===== src/rtl/pad_od_ctrl.sv =====
// Core-side controller for one bidirectional pad: OEN/I/PEN generation in open-drain or
// push-pull mode, synchronized and glitch-filtered pad readback, sticky contention detect.
module pad_od_ctrl #(
   parameter int unsigned FILT_W   = 4,
   parameter int unsigned TURN_CYC = 3
) (
   input  logic              clk_i,
   input  logic              rst_i,
   input  logic              en_i,
   input  logic              mode_pp_i,
   input  logic              drive_low_i,
   input  logic              pull_en_i,
   input  logic [FILT_W-1:0] filt_len_i,
   input  logic              clr_contention_i,
   output logic              pad_oen_o,
   output logic              pad_i_o,
   output logic              pad_pen_o,
   input  logic              pad_o_i,
   output logic              rx_o,
   output logic              rx_rise_o,
   output logic              rx_fall_o,
   output logic              contention_o
);

   localparam int unsigned CNT_W = (TURN_CYC > 2) ? $clog2(TURN_CYC) : 1;
   localparam logic [CNT_W-1:0] CNT_LAST = CNT_W'(TURN_CYC - 1);

   typedef enum logic [1:0] {
      S_OFF,
      S_REL,
      S_SETTLE,
      S_CHK
   } state_e;

   state_e            state_q, state_d;
   logic [CNT_W-1:0]  cnt_q, cnt_d;
   logic              oen_q, oen_d;
   logic              i_q, i_d;
   logic              pen_q, pen_d;
   logic              sync1_q, sync2_q;
   logic              rx_q, rx_d;
   logic [FILT_W-1:0] fcnt_q, fcnt_d;
   logic              rise_q, rise_d;
   logic              fall_q, fall_d;
   logic              cont_q, cont_d;
   logic              drv, val;

   // Open-drain only ever drives 0; push-pull always drives the requested level.
   assign drv = mode_pp_i | drive_low_i;
   assign val = mode_pp_i & ~drive_low_i;

   always_comb begin
      state_d = state_q;
      cnt_d   = cnt_q;
      i_d     = i_q;
      case (state_q)
         S_OFF, S_REL: begin
            if (drv) begin
               state_d = S_SETTLE;
               cnt_d   = '0;
               i_d     = val;
            end else begin
               state_d = S_REL;
            end
         end
         S_SETTLE: begin
            if (!drv) begin
               state_d = S_REL;
            end else if (val != i_q) begin
               cnt_d = '0;
               i_d   = val;
            end else if (cnt_q == CNT_LAST) begin
               state_d = S_CHK;
            end else begin
               cnt_d = cnt_q + 1'b1;
            end
         end
         S_CHK: begin
            if (!drv) begin
               state_d = S_REL;
            end else if (val != i_q) begin
               state_d = S_SETTLE;
               cnt_d   = '0;
               i_d     = val;
            end
         end
         default: state_d = S_OFF;
      endcase
      if (!en_i) begin
         state_d = S_OFF;
         cnt_d   = '0;
         i_d     = i_q;
      end
      oen_d = !((state_d == S_SETTLE) || (state_d == S_CHK));
      pen_d = ~(en_i & pull_en_i);
   end

   // Contention is evaluated on every edge spent in CHK, even one that leaves it.
   always_comb begin
      cont_d = ((state_q == S_CHK) && (sync2_q != i_q)) | (cont_q & ~clr_contention_i);
   end

   always_comb begin
      rx_d   = rx_q;
      fcnt_d = fcnt_q;
      rise_d = 1'b0;
      fall_d = 1'b0;
      if (sync2_q == rx_q) begin
         fcnt_d = '0;
      end else if (fcnt_q >= filt_len_i) begin
         rx_d   = sync2_q;
         fcnt_d = '0;
         rise_d = sync2_q;
         fall_d = ~sync2_q;
      end else if (fcnt_q != '1) begin
         fcnt_d = fcnt_q + 1'b1;
      end
   end

   always_ff @(posedge clk_i) begin
      if (rst_i) begin
         state_q <= S_OFF;
         cnt_q   <= '0;
         oen_q   <= 1'b1;
         i_q     <= 1'b0;
         pen_q   <= 1'b1;
         sync1_q <= 1'b1;
         sync2_q <= 1'b1;
         rx_q    <= 1'b1;
         fcnt_q  <= '0;
         rise_q  <= 1'b0;
         fall_q  <= 1'b0;
         cont_q  <= 1'b0;
      end else begin
         state_q <= state_d;
         cnt_q   <= cnt_d;
         oen_q   <= oen_d;
         i_q     <= i_d;
         pen_q   <= pen_d;
         sync1_q <= pad_o_i;
         sync2_q <= sync1_q;
         rx_q    <= rx_d;
         fcnt_q  <= fcnt_d;
         rise_q  <= rise_d;
         fall_q  <= fall_d;
         cont_q  <= cont_d;
      end
   end

   assign pad_oen_o    = oen_q;
   assign pad_i_o      = i_q;
   assign pad_pen_o    = pen_q;
   assign rx_o         = rx_q;
   assign rx_rise_o    = rise_q;
   assign rx_fall_o    = fall_q;
   assign contention_o = cont_q;

endmodule


===== config.mk =====
export PLATFORM = sky130hd
export DESIGN_NAME = pad_od_ctrl
export DESIGN_NICKNAME = d
export VERILOG_FILES = /design/src/rtl/pad_od_ctrl.sv
export SDC_FILE = /design/constraint.sdc
export NUM_CORES = 1
export LEC_CHECK = 0
export ABC_CLOCK_PERIOD_IN_PS = 1870
export CAP_MARGIN = 20
export CORE_AREA = 2 2 50 52
export DETAILED_ROUTE_END_ITERATION = 10
export DIE_AREA = 0 0 52 54
export DONT_BUFFER_PORTS = 1
export GPL_ROUTABILITY_DRIVEN = 0
export HOLD_SLACK_MARGIN = 0.12
export PLACE_DENSITY_LB_ADDON = 0.12
export SYNTH_ARGS = -nofsm -noshare
export SYNTH_HDL_FRONTEND = slang
export SYNTH_SLANG_ARGS = --single-unit

===== constraint.sdc =====
create_clock -name clk_i -period 1.87 [get_ports clk_i]
set_input_delay 0.187 -clock clk_i [delete_from_list [all_inputs] [get_ports clk_i]]
set_output_delay 0.187 -clock clk_i [all_outputs]
set_load 0.05 [all_outputs]

==> results.cfg <==
[die]
rows = 18
die_h_um = 54
core-area_um2 = 2320
fp.dieW_um = 52
start_util_pct = 33.0
ios = 19
die_area_um2 = 2810

[routing]
drtAntennaViolNets = 0
wl_um = 1450
drc = 0
vias_per_cell = 4.69
wl_per_cell_um = 11.7
dr.pass1.iters = 2
vias = 582
drt_iter0_drc = 1

[place]
dp.cells = 112
portBuffers = 0
dpl.hpwl_um = 1000

[sta]
tightest_slew_ns = 0.513
final.setup_skew_ns = 0.00178
whs_ns = 0.159
min_period_ns = 1.77
slew_headroom_pct = 65.8
period_share_pct = 94.6
setup_viol = 0
fin_tns_setup_ns = 0
hold_viol = 0
slew_violations = 0
max_freq_mhz = 565

[global_routing]
grt_usage_pct = 12.5
overflow = 0
antenna_found_initial = 0
grt_pass1_wl_um = 2500
grt_pass1_vias = 587
grt_max_degree = 10

[critical_path]
worstPathCellList = inv_1 > ha_1 > nand2b_1 > a211o_1 > a2111o_1 > nor3_2
crit_slowest_cell = a2111o_1
critPathLaunchType = flip-flop
cp_max_fo = 4
cp-end-kind = flip-flop
max_stage_delay_ns = 0.44
worstSetupPathType = flip-flop to flip-flop
crit_arrival_ns = 1.99
cp.required_ns = 2.09

[clock_network]
clk_pin_slew_ns = 0.10
clock-root-buffer = clkbuf_4
cts_tree = built
htreeDepth = 1
clock_path_buffers = 2
cts_inserted_buffers = 3
clock_latency_ns = 0.28
cts_sinks = 17

[synthesis]
synth-simple-area-share_pct = 21.1
yosys-mux-area-fraction_pct = 5.23
synth_xor_area_share_pct = 4.58
synth_seq_cells = 17
yosysWarnings = 0
synth_top_family_by_area = simple AND/OR/NAND/NOR gates
syn_nets = 98
syn_inst = 80
syn-cell-area_um2 = 766
synth_cell_types = 28
synth_seq_area_share_pct = 44.4
avgSynthCellArea_um2 = 9.57
synthAdderAreaFrac_pct = 9.80
synth-compound-area-share_pct = 10.9

[run_status]
status = completed

[job]
cap_violations = 0

[min_path]
hold_path_class = input pin to flip-flop

[final_layout]
fin_nets = 113
regArea_um2 = 342
fin_util_pct = 40.5
n_fill_cell = 242
layout-drive-gt1-share_pct = 11.7
area.growth.synth_to_final_pct = 22.7
antennaDiodeCount = 0
multiInputGateArea_um2 = 405
fin_cells = 124

[power_and_ir_drop]
ir_drop_mv = 0.295
fin_total_pwr_uw = 643
p_leak_uw = 0.000392
power_density_nw_per_um2 = 684
[synth_stat cells, drive strengths merged]
cell    instances  share of area, %
mux2i           4               5.2
a31oi           1              0.82
nor4b           2               2.3
a211oi          1              0.98
o21a            1              0.98
o221ai          1               1.1
nor2b           6               4.9
nor2            8               3.9
nand2b          1              0.82
nand3           2               1.3
or2             2               1.6
a21oi           2               1.3
inv             7               3.4
xor2            1               1.1
nor3b           1              0.98
dfxtp          17                44
ha              6               9.8
nand4b          1               1.1
xnor2           3               3.4
nor3            2               1.3
a32oi           1               1.1
nand2           4               2.0
nand4           1              0.82
a211o           1               1.1
o21ai           1              0.65
a2111o          1               1.5
o211a           1               1.3
clkbuf          1              0.49
[routing by layer]
layer  track usage (%)  wire length [um]
met3              3.06                43
met4              7.89                19
met5                 0                 0
met2              20.7               710
met1              14.6               674
[final timing paths]
check	startpoint	endpoint	slack, ns	cells after the start
setup reg to reg	fcnt_q[0]	fcnt_q[3]	0.10	6
hold / removal	rst_i	fcnt_q[2]	0.16	2
setup / recovery	fcnt_q[0]	fcnt_q[3]	0.10	6
hold reg to reg	sync1_q	sync2_q	0.42	1
[per-stage QoR]
step                setup slack [ns]  cell area (um2)
detailed placement             0.109              822
floorplan                      0.123              766
global route                 -0.0173              940
CTS                           0.0830              928
global placement               0.158              822
finish                         0.101              940
[report_power, final]
part           internal [uW]  switching (uW)  leakage, uW  total, uW
Combinational           31.2            29.2     0.000238       60.4
Clock                   82.7             115    0.0000150        198
Sequential               370            13.6     0.000139        384
[state kept, by name, indices dropped and copies added, names as in the netlist]
| register | count |
|---|---|
| cnt_q | 2 |
| contention_o | 1 |
| fcnt_q | 4 |
| pad_i_o | 1 |
| pad_oen_o | 1 |
| pad_pen_o | 1 |
| rx_fall_o | 1 |
| rx_o | 1 |
| rx_rise_o | 1 |
| state_q | 2 |
| sync1_q | 1 |
| sync2_q | 1 |
[layout make-up]
| class | count | share of cell area, % |
|---|---|---|
| Sequential cell | 17 | 36.4 |
| Multi-Input combinational cell | 55 | 43.1 |
| Tap cell | 30 | 3.99 |
| Timing Repair Buffer | 11 | 10.9 |
| Clock buffer | 4 | 2.80 |
| Inverter | 7 | 2.80 |
[repair_timing]
action / 4_1_cts / 5_1_grt
hold buffers: 8 / 0
setup endpoints to repair: 0 / 2
buffers inserted: 0 / 0
resized for setup: 0 / 3
hold endpoints to repair: 9 / 0
[placed cells by master (no fill, tap or decap), drive strengths merged, types with 2 or more instances in the layout]
master,count
ha,6
a21oi,2
nor2b,6
dlygate4sd3,8
nor3,2
xnor2,3
nand3,2
or2,2
inv,7
nor4b,2
mux2i,4
nand2,4
nor2,8
buf,3
clkbuf,4
dfxtp,17
[critical path: cells and delay by family, from the launching register on]
| kind | cells | cell delay [ns] |
|---|---|---|
| buffers and inverters | 1 | 0.04 |
| adder cells (fa/ha/maj) | 1 | 0.25 |
| AND/OR/NAND/NOR | 2 | 0.33 |
| AO/OA/AOI/OAI | 2 | 0.74 |
| flip-flops | 1 | 0.34 |
[kinds of logic (layout without fill, tap and decap cells)]
| kind of cell | count (synthesis) | count (layout) |
|---|---|---|
| simple gates | 30 | 30 |
| flops | 17 | 17 |
| compound gates | 11 | 11 |
| buf+inv | 8 | 22 |
| fa+ha+maj | 6 | 6 |
| xor+xnor | 4 | 4 |
| mux | 4 | 4 |
(Power assumes the default switching activity.)
